File: config.mk
export PLATFORM = sky130hd
export DESIGN_NAME = mem_arbiter_flat
export DESIGN_NICKNAME = d
export VERILOG_FILES = /design/src/rtl/mem_arb_pkg.sv /design/src/rtl/mem_arbiter_if.sv /design/src/rtl/mem_arb_prio.sv /design/src/rtl/mem_arbiter.sv /design/src/flat_wrapper.sv
export SDC_FILE = /design/constraint.sdc
export NUM_CORES = 1
export LEC_CHECK = 0
export CAP_MARGIN = 20
export CORE_AREA = 2 2 104 106
export CTS_CLUSTER_SIZE = 40
export DETAILED_ROUTE_END_ITERATION = 6
export DIE_AREA = 0 0 106 108
export PLACE_DENSITY = 0.69
export RECOVER_POWER = 50
export SETUP_SLACK_MARGIN = 0.05
export SLEW_MARGIN = 20
export SYNTH_ARGS = -nofsm -noshare
export SYNTH_HDL_FRONTEND = slang
export SYNTH_SLANG_ARGS = --single-unit
File: constraint.sdc
create_clock -name clk -period 1.9 [get_ports clk]
set_clock_uncertainty 0.2 [all_clocks]
set_input_delay 0.475 -clock clk [delete_from_list [all_inputs] [get_ports clk]]
set_output_delay 0.475 -clock clk [all_outputs]
set_load 0.01 [all_outputs]
File: src/rtl/mem_arb_pkg.sv
// Shared types and sizing helpers for the instruction/data memory arbiter.
package mem_arb_pkg;

    typedef enum logic {
        IDLE,
        WAIT
    } state_e;

    typedef enum logic {
        OWN_I,
        OWN_D
    } owner_e;

    // Bits needed to hold a counter that runs from 0 up to max_val inclusive.
    function automatic int cnt_width(input int max_val);
        return (max_val < 1) ? 1 : $clog2(max_val + 1);
    endfunction

endpackage

File: src/rtl/mem_arbiter_if.sv
// Requester (fetch / load-store) and memory-side signal bundle of the arbiter.
interface mem_arbiter_if #(
    parameter int AWIDTH = 32,
    parameter int DWIDTH = 32
);
    logic              i_req_i;
    logic [AWIDTH-1:0] i_addr_i;
    logic              i_gnt_o;
    logic              i_rvalid_o;
    logic [DWIDTH-1:0] i_rdata_o;

    logic              d_req_i;
    logic              d_we_i;
    logic [AWIDTH-1:0] d_addr_i;
    logic [DWIDTH-1:0] d_wdata_i;
    logic              d_gnt_o;
    logic              d_rvalid_o;
    logic [DWIDTH-1:0] d_rdata_o;

    logic [AWIDTH-1:0] mem_addr_o;
    logic [DWIDTH-1:0] mem_data_o;
    logic              mem_read_en_o;
    logic              mem_write_en_o;
    logic [DWIDTH-1:0] mem_data_i;

    // Arbiter side.
    modport slave (
        input  i_req_i, i_addr_i,
        input  d_req_i, d_we_i, d_addr_i, d_wdata_i,
        input  mem_data_i,
        output i_gnt_o, i_rvalid_o, i_rdata_o,
        output d_gnt_o, d_rvalid_o, d_rdata_o,
        output mem_addr_o, mem_data_o, mem_read_en_o, mem_write_en_o
    );

    // Requesters plus memory.
    modport master (
        output i_req_i, i_addr_i,
        output d_req_i, d_we_i, d_addr_i, d_wdata_i,
        output mem_data_i,
        input  i_gnt_o, i_rvalid_o, i_rdata_o,
        input  d_gnt_o, d_rvalid_o, d_rdata_o,
        input  mem_addr_o, mem_data_o, mem_read_en_o, mem_write_en_o
    );

endinterface

File: src/rtl/mem_arb_prio.sv
// Fetch/data priority select with a starvation guard for the fetch port.
module mem_arb_prio
    import mem_arb_pkg::*;
#(
    parameter int STARVE_MAX = 4
) (
    input  logic clk,
    input  logic rst,
    input  logic grant_ok,
    input  logic i_req,
    input  logic d_req,
    output logic i_gnt,
    output logic d_gnt
);

    localparam int SW = cnt_width(STARVE_MAX);

    logic [SW-1:0] starve_cnt;
    logic          i_forced;

    // Data wins by default; fetch wins when alone or once starved long enough.
    always_comb begin
        i_gnt    = 1'b0;
        d_gnt    = 1'b0;
        i_forced = (starve_cnt == SW'(STARVE_MAX));
        if (grant_ok) begin
            if (i_req && (i_forced || !d_req)) begin
                i_gnt = 1'b1;
            end else if (d_req) begin
                d_gnt = 1'b1;
            end
        end
    end

    // Count consecutive denied fetch cycles, saturating at STARVE_MAX.
    always_ff @(posedge clk or negedge rst) begin
        if (!rst) begin
            starve_cnt <= '0;
        end else if (i_gnt) begin
            starve_cnt <= '0;
        end else if (i_req && !i_forced) begin
            starve_cnt <= starve_cnt + 1'b1;
        end
    end

endmodule

File: src/rtl/mem_arbiter.sv
// Single-port memory arbiter between instruction fetch and load/store.
module mem_arbiter
    import mem_arb_pkg::*;
#(
    parameter int AWIDTH     = 32,
    parameter int DWIDTH     = 32,
    parameter int MEM_LAT    = 1,
    parameter int STARVE_MAX = 4
) (
    input logic          clk,
    input logic          rst,
    mem_arbiter_if.slave bus
);

    localparam int CW = cnt_width(MEM_LAT);

    state_e        state, state_nxt;
    owner_e        owner, owner_nxt;
    logic [CW-1:0] wait_cnt, wait_cnt_nxt;
    logic          pend, pend_nxt;

    logic grant_ok;
    logic i_gnt, d_gnt;
    logic rd_gnt;
    logic rsp_due;

    // Grants only in IDLE; gated by reset so the combinational path stays quiet.
    assign grant_ok = rst && (state == IDLE);
    assign rd_gnt   = i_gnt || (d_gnt && !bus.d_we_i);
    // Pending read completes on the first IDLE cycle after its grant.
    assign rsp_due  = pend && (state == IDLE);

    mem_arb_prio #(
        .STARVE_MAX(STARVE_MAX)
    ) u_prio (
        .clk     (clk),
        .rst     (rst),
        .grant_ok(grant_ok),
        .i_req   (bus.i_req_i),
        .d_req   (bus.d_req_i),
        .i_gnt   (i_gnt),
        .d_gnt   (d_gnt)
    );

    // State, owner tag, countdown and pending-read register.
    always_ff @(posedge clk or negedge rst) begin
        if (!rst) begin
            state    <= IDLE;
            owner    <= OWN_I;
            wait_cnt <= '0;
            pend     <= 1'b0;
        end else begin
            state    <= state_nxt;
            owner    <= owner_nxt;
            wait_cnt <= wait_cnt_nxt;
            pend     <= pend_nxt;
        end
    end

    // Next state: a read grant arms the response; WAIT burns MEM_LAT-1 cycles.
    always_comb begin
        state_nxt    = state;
        owner_nxt    = owner;
        wait_cnt_nxt = wait_cnt;
        pend_nxt     = pend;
        case (state)
            IDLE: begin
                pend_nxt = rd_gnt;
                if (rd_gnt) begin
                    owner_nxt = i_gnt ? OWN_I : OWN_D;
                    if (MEM_LAT > 1) begin
                        state_nxt    = WAIT;
                        wait_cnt_nxt = CW'(MEM_LAT - 1);
                    end
                end
            end
            WAIT: begin
                if (wait_cnt <= CW'(1)) begin
                    state_nxt    = IDLE;
                    wait_cnt_nxt = '0;
                end else begin
                    wait_cnt_nxt = wait_cnt - 1'b1;
                end
            end
            default: state_nxt = IDLE;
        endcase
    end

    // Requester-facing outputs and memory drive from the current winner.
    always_comb begin
        bus.i_gnt_o        = i_gnt;
        bus.d_gnt_o        = d_gnt;
        bus.i_rvalid_o     = rsp_due && (owner == OWN_I);
        bus.d_rvalid_o     = rsp_due && (owner == OWN_D);
        bus.i_rdata_o      = rst ? bus.mem_data_i : '0;
        bus.d_rdata_o      = rst ? bus.mem_data_i : '0;
        bus.mem_addr_o     = '0;
        bus.mem_data_o     = '0;
        bus.mem_read_en_o  = 1'b0;
        bus.mem_write_en_o = 1'b0;
        if (i_gnt) begin
            bus.mem_addr_o    = bus.i_addr_i;
            bus.mem_read_en_o = 1'b1;
        end else if (d_gnt) begin
            bus.mem_addr_o = bus.d_addr_i;
            if (bus.d_we_i) begin
                bus.mem_data_o     = bus.d_wdata_i;
                bus.mem_write_en_o = 1'b1;
            end else begin
                bus.mem_read_en_o = 1'b1;
            end
        end
    end

endmodule

File: src/flat_wrapper.sv
// flat-port wrapper written by rule: the top's interface ports become plain ports
module mem_arbiter_flat import mem_arb_pkg::*;
#(
    parameter int AWIDTH     = 32,
    parameter int DWIDTH     = 32,
    parameter int MEM_LAT    = 1,
    parameter int STARVE_MAX = 4
)
  (clk, rst, bus_i_req_i, bus_i_addr_i, bus_d_req_i, bus_d_we_i, bus_d_addr_i, bus_d_wdata_i, bus_mem_data_i, bus_i_gnt_o, bus_i_rvalid_o, bus_i_rdata_o, bus_d_gnt_o, bus_d_rvalid_o, bus_d_rdata_o, bus_mem_addr_o, bus_mem_data_o, bus_mem_read_en_o, bus_mem_write_en_o);
  mem_arbiter_if #(.AWIDTH(AWIDTH), .DWIDTH(DWIDTH)) bus_i ();
  input logic clk;
  input logic rst;
  input wire logic [$bits(bus_i.i_req_i)-1:0] bus_i_req_i;
  input wire logic [$bits(bus_i.i_addr_i)-1:0] bus_i_addr_i;
  input wire logic [$bits(bus_i.d_req_i)-1:0] bus_d_req_i;
  input wire logic [$bits(bus_i.d_we_i)-1:0] bus_d_we_i;
  input wire logic [$bits(bus_i.d_addr_i)-1:0] bus_d_addr_i;
  input wire logic [$bits(bus_i.d_wdata_i)-1:0] bus_d_wdata_i;
  input wire logic [$bits(bus_i.mem_data_i)-1:0] bus_mem_data_i;
  output wire logic [$bits(bus_i.i_gnt_o)-1:0] bus_i_gnt_o;
  output wire logic [$bits(bus_i.i_rvalid_o)-1:0] bus_i_rvalid_o;
  output wire logic [$bits(bus_i.i_rdata_o)-1:0] bus_i_rdata_o;
  output wire logic [$bits(bus_i.d_gnt_o)-1:0] bus_d_gnt_o;
  output wire logic [$bits(bus_i.d_rvalid_o)-1:0] bus_d_rvalid_o;
  output wire logic [$bits(bus_i.d_rdata_o)-1:0] bus_d_rdata_o;
  output wire logic [$bits(bus_i.mem_addr_o)-1:0] bus_mem_addr_o;
  output wire logic [$bits(bus_i.mem_data_o)-1:0] bus_mem_data_o;
  output wire logic [$bits(bus_i.mem_read_en_o)-1:0] bus_mem_read_en_o;
  output wire logic [$bits(bus_i.mem_write_en_o)-1:0] bus_mem_write_en_o;
  assign bus_i.i_req_i = bus_i_req_i;
  assign bus_i.i_addr_i = bus_i_addr_i;
  assign bus_i.d_req_i = bus_d_req_i;
  assign bus_i.d_we_i = bus_d_we_i;
  assign bus_i.d_addr_i = bus_d_addr_i;
  assign bus_i.d_wdata_i = bus_d_wdata_i;
  assign bus_i.mem_data_i = bus_mem_data_i;
  assign bus_i_gnt_o = bus_i.i_gnt_o;
  assign bus_i_rvalid_o = bus_i.i_rvalid_o;
  assign bus_i_rdata_o = bus_i.i_rdata_o;
  assign bus_d_gnt_o = bus_i.d_gnt_o;
  assign bus_d_rvalid_o = bus_i.d_rvalid_o;
  assign bus_d_rdata_o = bus_i.d_rdata_o;
  assign bus_mem_addr_o = bus_i.mem_addr_o;
  assign bus_mem_data_o = bus_i.mem_data_o;
  assign bus_mem_read_en_o = bus_i.mem_read_en_o;
  assign bus_mem_write_en_o = bus_i.mem_write_en_o;
  mem_arbiter #(.AWIDTH(AWIDTH), .DWIDTH(DWIDTH), .MEM_LAT(MEM_LAT), .STARVE_MAX(STARVE_MAX)) u_core (.clk(clk), .rst(rst), .bus(bus_i));
endmodule
After elaboration in Yosys (flattened, before gate mapping)
Index checks and enable logic that the tools add are counted.

Input port bits: 133. Register bits: 7.

Muxes and demuxes: 23. $add $sub $neg: 2. Bitwise logic cells: 2. $lt $le $gt $ge: 1. Reductions and logical operators: 14. Equality and inequality tests: 1.

Operators with widths (count): 32-bit 2-to-1 mux (6); 1-bit 2-to-1 mux (15); 1-bit logical AND (7); 3-bit 2-to-1 mux (2); 3-bit by 1-bit adder with 3-bit output (second input constant) (1); 3-bit == test (second input constant) (1); 1-bit logical NOT (3); 1-bit logical OR (2); 1-bit NOT (2); 2-bit AND reduction (1); 2-bit nonzero test (1); 1-bit less-or-equal comparator (second input constant) (1); 1-bit subtractor (second input constant) (1).

Longest topological paths before layout
Gate-level depths: netlist of the first run.

Depth after elaboration: 8. Gate-level depth with buffers: 7.

By module
Synthesis of the first run repeated with hierarchy kept, for this count alone.

Cells, all modules: 178. Area total of the unflattened synthesis: 1361.3 µm².

By module, submodules not included: mem_arbiter (instances 1, area each 1142.3 µm², cells an instance 155); mem_arb_prio (instances 1, area each 219.0 µm², cells an instance 23).

Worst setup path before layout of the first run
OpenSTA, ideal clock, no wires.

Path type: register to output. Start: register u_core.u_prio.starve_cnt[0]. End: output bus_mem_data_o[22]. Stages on the path, launching flop included: 7. Arrival time: 1.336 ns. Data required time: 1.225 ns. Setup slack: -0.111 ns. Path through: dfrtp_1 -> inv_1 -> ha_1 -> nand3_1 -> and4_1 -> buf_2 -> and2_1.

Longest elaborated chain between the ends: 7.

Ends and longest elaborated chain: start: declaration (RTL line mem_arb_prio.sv:18) `logic [SW-1:0] starve_cnt;`; start signal: assignment (RTL line mem_arb_prio.sv:42) `starve_cnt <= starve_cnt + 1'b1;`; 3-bit == test (*) (RTL line mem_arb_prio.sv:25) `i_forced = (starve_cnt == SW'(STARVE_MAX));`; 1-bit logical OR (*) (RTL line mem_arb_prio.sv:27) `if (i_req && (i_forced || !d_req)) begin`; 1-bit logical AND (*) (RTL line mem_arb_prio.sv:27); 1-bit 2-to-1 mux (RTL line mem_arb_prio.sv:27); 1-bit 2-to-1 mux (RTL line mem_arb_prio.sv:26) `if (grant_ok) begin`; 32-bit 2-to-1 mux (RTL line mem_arbiter.sv:104) `end else if (d_gnt) begin`; 32-bit 2-to-1 mux (*) (RTL line mem_arbiter.sv:101) `if (i_gnt) begin`; end: declaration (RTL line flat_wrapper.sv:27) `output wire logic [$bits(bus_i.mem_data_o)-1:0] bus_mem_data_o;`.

Every way passes the cells marked *; elsewhere a longest branch is shown, timed or not.

Worst setup path after layout of the first run
Start: register u_core.u_prio.starve_cnt[1]. End: output bus_mem_data_o[24].

The elaborated chain is that of the path after synthesis.

==> results.py, run 1 <==
metrics = {
    "synth": {
        "syn-cell-area_um2": 1277,
        "synth_edf_count": 0,
        "yosysWarnings": 0,
        "synth_ff_type": "dfrtp_1",
        "yosysSeqAreaShare_pct": 9.794,
        "syn_inst": 170,
        "synth_top_family_by_area": "simple AND/OR/NAND/NOR gates",
        "synth-async-reset-ratio_pct": 100.0,
        "avgSynthCellArea_um2": 7.515,
        "ys_ff_latch": 5,
        "synthSimpleGateAreaFrac_pct": 36.14,
        "synth_nets": 305,
        "synth.area.mux_share_pct": 0.7835,
        "yosys.area_share.adder_pct": 1.959,
        "synth_cell_type_count": 25,
        "synth_xor_area_share_pct": 0.6856,
        "synth-compound-area-share_pct": 24.68,
    },
    "cells_and_area": {
        "layout-drive-gt1-share_pct": 51.59,
        "fill_cells": 1004,
        "final_common_cell": "buf_6",
        "area_growth_pct": 254.0,
        "regArea_um2": 125.1,
        "multi_input_comb_area_um2": 1010,
        "nets": 576,
        "diodes": 0,
        "layout_common_cells": "buf_6 (100), clkdlybuf4s50_1 (99), and2_4 (55)",
    },
    "clock_tree": {
        "htreeDepth": 1,
        "clk_latency_ns": 0.22,
        "clkTransAtPathRegs_ns": 0.04,
        "cts_tree": "yes",
        "cts.sinks": 5,
        "cts_made_buffers": 3,
        "clk_path_buf_depth": 2,
        "cts-root-buf": "clkbuf_8",
        "postCtsHoldBufs": 0,
    },
    "power": {
        "total_power_w": 0.001765,
        "combPwrFrac_pct": 78.5,
        "power_per_cell_area_nw_per_um2": 390.3,
        "p_seq_share_pct": 10.2,
        "swShare_pct": 34.30,
        "p_int_w": 0.001159,
        "p_clk_share_pct": 11.3,
        "switching_power_w": 0.0006052,
        "ir_drop_v": 0.0002093,
        "leakagePower_nw": 2.207,
    },
    "route": {
        "drc": 0,
        "avgViaCountPerCell": 3.920,
        "wl_per_cell_um": 16.59,
        "drtIter0Drc": 61,
        "dr.pass1.iters": 4,
        "ant_nets": 0,
        "wl_um": 9558,
        "vias": 2258,
    },
    "timing": {
        "worst_pin_slew_ns": 0.3681,
        "setup_viol": 81,
        "fmax_ghz": 0.4291,
        "setup_slack_ns": -0.4302,
        "timing.final.hold_violations": 0,
        "period_share_pct": 122.6,
        "hold_ws_ns": 0.1544,
        "maxSlewHeadroom_pct": 75.46,
        "rsz0062_at_grt": "true",
        "post-route-min-period_ns": 2.330,
        "drv_slew": 0,
    },
    "min_path": {
        "min_path_type": "in -> async",
    },
    "critical_path": {
        "cp-end-kind": "output pin",
        "arrival_ns": 1.66,
        "rr_worst_depth": 9,
        "worstSetupPathType": "reg -> out",
        "path_buf_inv": 4,
        "crit_chain": "inv_2 > ha_4 > nand3_2 > and4_4 > buf_12 > buf_16 > and2_4 > buf_6",
        "cpLargestDelayFamily": "buffers and inverters",
        "worst_path_max_delay_cell": "dfrtp_1",
        "max_stage_delay_ns": 0.38,
        "critPathLaunchType": "flip-flop",
        "path_max_fanout": 6,
        "path_depth": 8,
        "cp.required_ns": 1.22,
    },
    "floorplan": {
        "ios": 267,
        "die_w_um": 106,
        "die_h_um": 108,
        "num_rows": 37,
        "initial_core_util_pct": 12.49,
        "die-area_um2": 11450,
        "coreArea_um2": 10230,
    },
    "global_route": {
        "grt_pass1_vias": 2297,
        "grt_overflow_total": 0,
        "grt_pass1_wl_um": 13190,
        "grt_usage_pct": 15.01,
        "grt_max_degree": 20,
        "antenna_found_initial": 0,
    },
    "placed_design": {
        "place_hpwl_um": 7137,
        "port_buffers": 266,
        "place.gp.congestion": 0.7817,
    },
    "outcome": {
        "violations": "setup timing",
        "status": "finished, violations left",
    },
    "run": {
        "maxCapViolCount": 0,
    },
}
worst reg2reg max path, stage by stage (launching register included):
cell	delay (ns)
dfrtp_1	0.38
inv_2	0.07
ha_4	0.16
nand2_4	0.06
a21oi_4	0.13
buf_6	0.15
buf_16	0.13
buf_4	0.10
buf_4	0.12
o22ai_1	0.07
power groups by stage:
stage / Sequential (W) / Combinational, W / Clock [W]
2_1_floorplan: 0.000174 / 0.000460 / 0
3_3_place_gp: 0.000167 / 0.00116 / 0
3_5_place_dp: 0.000171 / 0.00118 / 0
4_1_cts: 0.000172 / 0.00136 / 0.000204
5_1_grt: 0.000182 / 0.00147 / 0.000211
6_report: 0.000180 / 0.00139 / 0.000199
cells in the mapped netlist (2+ instances only):
| library cell | count | area, µm² |
|---|---|---|
| clkbuf_1 | 3 | 11.26 |
| nand2_1 | 2 | 7.510 |
| buf_2 | 5 | 25.02 |
| nand3_1 | 2 | 10.01 |
| ha_1 | 2 | 25.02 |
| inv_1 | 3 | 11.26 |
| dfrtp_1 | 5 | 125.1 |
| clkbuf_2 | 2 | 10.01 |
| nor2_1 | 2 | 7.510 |
| buf_4 | 33 | 247.7 |
| buf_6 | 2 | 22.52 |
| a22o_1 | 32 | 280.3 |
| and2_1 | 65 | 406.6 |
what timing repair did:
action | CTS | global route
resized for setup | 694 | 25
setup buffers | 19 | 3
setup endpoints to repair | 134 | 92
pin swaps | 67 | 9
cloned | 9 | 0
cell type report:
class	count	area share [%]
Clock buffer	4	0.9961
Tap cell	136	3.763
Multi-Input combinational cell	116	22.33
Sequential cell	5	2.767
Timing Repair Buffer	311	69.76
Inverter	4	0.3874
stage by stage:
| step | cell area [µm²] | setup WS [ns] | setup TNS [ns] | instances | utilization, % |
|---|---|---|---|---|---|
| 6_report | 4522 | -0.4302 | -28.63 | 576 | 44.20 |
| 3_3_place_gp | 4019 | -1.067 | -122.80 | 541 | 39.28 |
| 2_1_floorplan | 1395 | -0.03337 | -0.7816 | 170 | - |
| 4_1_cts | 4547 | -0.4955 | -28.44 | 573 | 44.44 |
| 3_5_place_dp | 4019 | -1.090 | -124.42 | 541 | 39.28 |
| 5_1_grt | 4522 | -0.4875 | -33.05 | 576 | 44.20 |
worst paths after layout:
kind	startpoint	end	slack (ns)
worst max-delay path	u_core.u_prio.starve_cnt[1]	bus_mem_data_o[24]	-0.43
worst min-delay path	rst	u_core.pend	0.15
worst max register to register	u_core.u_prio.starve_cnt[1]	u_core.owner	0.18
worst min register to register	u_core.owner	u_core.owner	0.37
max in group asynchronous	rst	u_core.u_prio.starve_cnt[1]	0.83
min in group clk	u_core.owner	u_core.owner	0.37
metal layers:
layer  global-route usage [%]  routed length [µm]  share of wire, %  vias up
li1                         -                   -                 -     1090
met1                    16.57                3570                37     1058
met2                    28.94                5282                55      102
met3                    4.521                 615               6.4        8
met4                    2.068                  90              0.94        0
met5                        0                   0                 0        -
logic make-up (layout without fill, tap and decap cells):
group,Yosys count,after routing
xor+xnor,1,1
simple gates,75,75
flops,5,5
mux,1,1
compound gates,37,37
buf+inv,49,319
fa+ha+maj,2,2
state kept, by name (all words and copies together), names as in the netlist:
| name | cells |
|---|---|
| u_core.owner | 1 |
| u_core.pend | 1 |
| u_core.u_prio.starve_cnt | 3 |
Note: power is estimated with default switching activity, not from simulation.
==> inputs of run 2 (changes only) <==
Settings changed: CELL_PAD_IN_SITES_DETAIL_PLACEMENT from default to 1, CELL_PAD_IN_SITES_GLOBAL_PLACEMENT from default to 2, CORE_AREA 2 2 104 106 to default, CORE_MARGIN from default to 2, CORE_UTILIZATION from default to 10, DIE_AREA 0 0 106 108 to default, PLACE_DENSITY 0.69 to 0.95.
==> run 2 against run 1 <==
The run still ends with setup timing left. Critical path depth is 2 higher. Cell count up 7.6%. Sequential share of layout area fell by 0.066 points. Critical path type unchanged. Worst setup slack worse by 0.084 ns. Sequential power up 3%. Cell area is 2.4% higher. Flip-flop and latch count unchanged. Clock power grew 74%. Register-to-register slack lost 0.32 ns. Global-route usage down 1.4 points.
==> results.py, run 2 (same netlist as run 1, synthesis figures left out) <==
metrics = {
    "critical_path": {
        "crit_start": "u_core.u_prio.starve_cnt[0]",
        "max_stage_delay_ns": 0.38,
        "r2r_end": "u_core.pend",
        "path_buf_inv": 6,
        "critPathLaunchType": "flip-flop",
        "cpMostUsedCell": "buf_6",
        "worst_path_max_delay_cell": "dfrtp_1",
        "cp.required_ns": 1.22,
        "cpLargestDelayFamily": "buffers and inverters",
        "path_depth": 10,
        "reg2reg_setup_slack_ns": -0.14,
        "rr_worst_depth": 12,
        "arrival_ns": 1.74,
        "cp-end-kind": "output pin",
        "endpoint": "bus_mem_read_en_o",
        "worstSetupPathType": "reg -> out",
        "path_max_fanout": 7,
        "crit_chain": "inv_2 > ha_4 > nand2_4 > a21oi_4 > buf_6 > buf_12 > buf_8 > buf_6 > o21bai_4 > buf_6",
        "timing.rr.start": "u_core.u_prio.starve_cnt[1]",
    },
    "floorplan": {
        "initial_core_util_pct": 10.16,
        "coreArea_um2": 12570,
        "die_w_um": 117.0,
        "die-area_um2": 13690,
        "num_rows": 41,
        "die_h_um": 117.0,
        "ios": 267,
    },
    "cells_and_area": {
        "layout_common_cells": "clkdlybuf4s50_1 (99), buf_6 (91), and2_4 (50)",
        "area_growth_pct": 262.6,
        "fin_util_pct": 36.85,
        "layout-drive-gt1-share_pct": 52.90,
        "final_cells": 620,
        "nets": 584,
        "diodes": 0,
        "top_register": "u_core.u_prio.starve_cnt",
        "reg.largest.list": "u_core.u_prio.starve_cnt (3), u_core.owner (1), u_core.pend (1)",
        "largest_register_ffs": 3,
        "final_common_cell": "clkdlybuf4s50_1",
    },
    "clock_tree": {
        "cts_made_buffers": 3,
        "htreeDepth": 1,
        "clk_path_buf_depth": 2,
        "clkTransAtPathRegs_ns": 0.03,
        "postCtsHoldBufs": 0,
        "cts_tree": "yes",
        "clk_latency_ns": 0.23,
        "cts.sinks": 5,
        "cts-root-buf": "clkbuf_16",
    },
    "power": {
        "power_per_cell_area_nw_per_um2": 422.2,
        "ir_drop_v": 0.0002986,
        "p_seq_share_pct": 9.5,
        "p_clk_share_pct": 17.8,
        "p_int_w": 0.001307,
        "switching_power_w": 0.0006485,
        "swShare_pct": 33.16,
        "combPwrFrac_pct": 72.8,
        "leakagePower_nw": 2.282,
    },
    "global_route": {
        "grt_pass1_wl_um": 14160,
        "grt_pass1_vias": 2469,
        "grt_max_degree": 18,
        "antenna_found_initial": 0,
        "grt_usage_pct": 13.60,
        "grt_overflow_total": 0,
    },
    "route": {
        "dr.pass1.iters": 4,
        "avgViaCountPerCell": 3.808,
        "wl_per_cell_um": 16.89,
        "drtIter0Drc": 30,
        "vias": 2361,
        "ant_nets": 0,
        "drc": 0,
        "wl_um": 10470,
    },
    "timing": {
        "drv_slew": 0,
        "period_share_pct": 127.0,
        "setup_viol": 91,
        "timing.final.hold_violations": 0,
        "maxSlewHeadroom_pct": 75.61,
        "worst_pin_slew_ns": 0.3659,
        "setup_slack_ns": -0.5137,
        "rsz0062_at_grt": "true",
        "post-route-min-period_ns": 2.414,
        "fmax_ghz": 0.4143,
    },
    "min_path": {
        "min_path_type": "reg -> reg",
    },
    "placed_design": {
        "dp.cells": 579,
        "port_buffers": 266,
        "dp_slack_ns": -1.064,
        "place.gp.congestion": 0.6560,
        "place_hpwl_um": 7694,
    },
    "outcome": {
        "violations": "setup timing",
        "status": "finished, violations left",
    },
    "run": {
        "maxCapViolCount": 0,
    },
}
[run 2: cell count changes in the layout (fill, tap and decap cells not counted), sizes merged]
cell	previous run	this run
dlymetal6s2s	5	9
buf	157	168
clkdlybuf4s15	9	1
clkbuf	15	22
dlygate4sd2	30	24
[run 2: worst min path at each step]
stage	from	end	cells after the start
2_1_floorplan	rst	u_core.owner	0
3_3_place_gp	u_core.owner	u_core.owner	2
3_5_place_dp	u_core.owner	u_core.owner	2
4_1_cts	rst	u_core.u_prio.starve_cnt[2]	4
5_1_grt	u_core.owner	u_core.owner	2
6_report	u_core.owner	u_core.owner	2
[run 2: metal layers]
layer	up-vias	track usage, %	wire (µm)	share of wire [%]
met3	2	3.605	863	8.2
met5	-	0	0	0
met1	1143	15.42	3711	35
li1	1102	-	-	-
met2	114	26.51	5869	56
met4	0	0.8627	25	0.24
[run 2: final cells by class]
type                    instances  area [µm²]
clock buffers                   4       78.83
fillers                      1466        7936
inverters                       4       22.52
multi-input cells             116        1015
flip-flops and latches          5       125.1
well taps                     172       215.2
repair buffers                319        3176
[run 2: worst min-delay path, stage by stage (launching register included)]
cell	delay (ns)
dfrtp_1	0.38
inv_1	0.06
o22ai_1	0.08
[run 2: metrics by stage]
stage | instance area, µm² | power (W) | hold WS [ns] | setup TNS (ns)
global route | 4632 | 0.002094 | 0.4205 | -39.28
global placement | 4091 | 0.001337 | 0.3595 | -122.56
floorplan | 1395 | 0.0006343 | -0.02059 | -0.7816
finish | 4632 | 0.001955 | 0.3721 | -32.79
detailed placement | 4091 | 0.001386 | 0.3740 | -119.15
CTS | 4641 | 0.001998 | 0.1805 | -29.60
[run 2: timing repair]
item                       in CTS  in global routing
cloned                          9                  1
resized for setup             700                 42
pin swaps                      57                 31
setup endpoints to repair     134                100
buffers inserted               23                  7
[run 2: power groups by stage]
stage,combinational (W),sequential (W),clock [W]
floorplan,0.000460,0.000174,0
global placement,0.00117,0.000169,0
detailed placement,0.00121,0.000172,0
CTS,0.00145,0.000185,0.000359
global route,0.00154,0.000191,0.000367
finish,0.00142,0.000185,0.000347
==> inputs of run 3 (changes only) <==
Settings changed: CAP_MARGIN 20 to default, REMOVE_ABC_BUFFERS from default to 1.
==> run 3 against run 2 <==
The run still ends with setup timing left. Non-clock buffer count decreased by 14. Cell count decreased by 2.3%. First-iteration DRC count decreased by 10%. Critical path depth decreased by 1. Fmax increased by 0.86%. Via count decreased by 4.6%. Sequential share of layout area increased by 0.23 points. Combinational power decreased by 11%. Cell area decreased by 7.8%. Global-route usage decreased by 1.7 points. Flip-flop and latch count unchanged. Critical endpoint is now bus_mem_addr_o[11].
==> results.py, run 3 (same netlist as run 1, synthesis figures left out) <==
metrics = {
    "cells_and_area": {
        "reg.largest.list": "u_core.u_prio.starve_cnt (3), u_core.owner (1), u_core.pend (1)",
        "area_growth_pct": 234.4,
        "layout_common_cells": "clkdlybuf4s50_1 (97), buf_6 (64), buf_2 (53)",
        "top_register": "u_core.u_prio.starve_cnt",
        "fill_cells": 1481,
        "nets": 570,
        "layout-drive-gt1-share_pct": 47.70,
        "largest_register_ffs": 3,
        "final_cells": 606,
        "diodes": 0,
        "fin_util_pct": 33.99,
        "regArea_um2": 125.1,
        "multi_input_comb_area_um2": 962.2,
        "final_common_cell": "clkdlybuf4s50_1",
    },
    "route": {
        "ant_nets": 0,
        "avgViaCountPerCell": 3.718,
        "vias": 2253,
        "dr.pass1.iters": 4,
        "wl_per_cell_um": 15.28,
        "wl_um": 9261,
        "drc": 0,
        "drtIter0Drc": 27,
    },
    "placed_design": {
        "dp.cells": 579,
        "port_buffers": 266,
        "place_hpwl_um": 7133,
        "place.gp.congestion": 0.6705,
        "dp_slack_ns": -1.049,
    },
    "clock_tree": {
        "clkTransAtPathRegs_ns": 0.03,
        "clk_latency_ns": 0.23,
        "cts_tree": "yes",
        "htreeDepth": 1,
        "cts-root-buf": "clkbuf_16",
        "cts.sinks": 5,
        "clk_path_buf_depth": 2,
        "cts_made_buffers": 3,
    },
    "global_route": {
        "grt_usage_pct": 11.91,
        "grt_pass1_wl_um": 12560,
        "antenna_found_initial": 0,
        "grt_overflow_total": 0,
        "grt_pass1_vias": 2428,
        "grt_max_degree": 19,
    },
    "floorplan": {
        "coreArea_um2": 12570,
        "die_h_um": 117.0,
        "num_rows": 41,
        "die_w_um": 117.0,
        "initial_core_util_pct": 10.16,
        "ios": 267,
        "die-area_um2": 13690,
    },
    "run": {
        "maxCapViolCount": 0,
    },
    "timing": {
        "period_share_pct": 126.0,
        "setup_viol": 99,
        "drv_slew": 0,
        "post-route-min-period_ns": 2.393,
        "rsz0062_at_grt": "true",
        "setup_slack_ns": -0.4932,
        "timing.final.hold_violations": 0,
        "maxSlewHeadroom_pct": 55.00,
        "tns_ns": -36.34,
        "worst_pin_slew_ns": 0.6750,
        "fmax_ghz": 0.4179,
    },
    "critical_path": {
        "arrival_ns": 1.72,
        "path_max_fanout": 5,
        "cp.required_ns": 1.22,
        "critPathLaunchType": "flip-flop",
        "cp-end-kind": "output pin",
        "worstSetupPathType": "reg -> out",
    },
    "power": {
        "power_per_cell_area_nw_per_um2": 421.2,
        "ir_drop_v": 0.0002307,
        "leakagePower_nw": 2.147,
    },
    "outcome": {
        "violations": "setup timing",
        "status": "finished, violations left",
    },
    "min_path": {
        "min_path_type": "reg -> reg",
    },
}
==> run 3: report_power, final <==
part | internal, W | switching (W)
Clock | 0.000279 | 0.0000758
Combinational | 0.000775 | 0.000489
Sequential | 0.000147 | 0.0000332
==> run 3: path summary, 6_finish.rpt <==
path                                             start                           to  slack [ns]  depth (start not counted)
setup / recovery           u_core.u_prio.starve_cnt[1]           bus_mem_addr_o[11]       -0.49                          9
hold / removal                            u_core.owner                 u_core.owner        0.37                          2
setup reg to reg           u_core.u_prio.starve_cnt[1]                  u_core.pend        0.08                         10
hold reg to reg                           u_core.owner                 u_core.owner        0.37                          2
max in group asynchronous                          rst  u_core.u_prio.starve_cnt[1]        0.76                          3
min in group asynchronous                          rst                 u_core.owner        0.51                          3
==> run 3: critical path, cell delays in order, from the launching register on <==
cell and delay, ns:
dfrtp_1 0.36, inv_2 0.05, ha_4 0.18, nand2_4 0.07
a21oi_4 0.05, buf_6 0.13, buf_12 0.13, clkbuf_16 0.15
a22o_1 0.22, buf_2 0.14
==> run 3: layout make-up <==
| cell class | count | area share (%) |
|---|---|---|
| well taps | 172 | 5.038 |
| multi-input cells | 116 | 22.52 |
| flip-flops and latches | 5 | 2.929 |
| inverters | 4 | 0.4101 |
| repair buffers | 305 | 67.25 |
| clock buffers | 4 | 1.845 |
==> run 3: timing repair <==
action	in CTS	in global routing
endpoints found under the hold margin	2	0
pin swaps	61	7
buffers inserted	14	3
gates cloned	6	1
hold buffers	1	0
gates resized for setup	672	21
endpoints found under the setup margin	134	92
==> run 3: stage by stage <==
stage / hold WS [ns] / cell area [µm²] / total power (W)
2_1_floorplan: -0.02059 / 960.9 / 0.0005267
3_3_place_gp: 0.3475 / 4029 / 0.001303
3_5_place_dp: 0.3734 / 4029 / 0.001343
4_1_cts: 0.003109 / 4374 / 0.001842
5_1_grt: 0.4321 / 4272 / 0.001918
6_report: 0.3703 / 4272 / 0.001799
==> run 3: per-layer routing <==
layer / routed length [µm] / GRT usage (%) / up-vias
met5: 0 / 0 / -
met4: 93 / 3.608 / 0
met3: 876 / 2.214 / 5
met2: 5216 / 24.51 / 144
met1: 3075 / 11.89 / 1031
li1: - / - / 1073
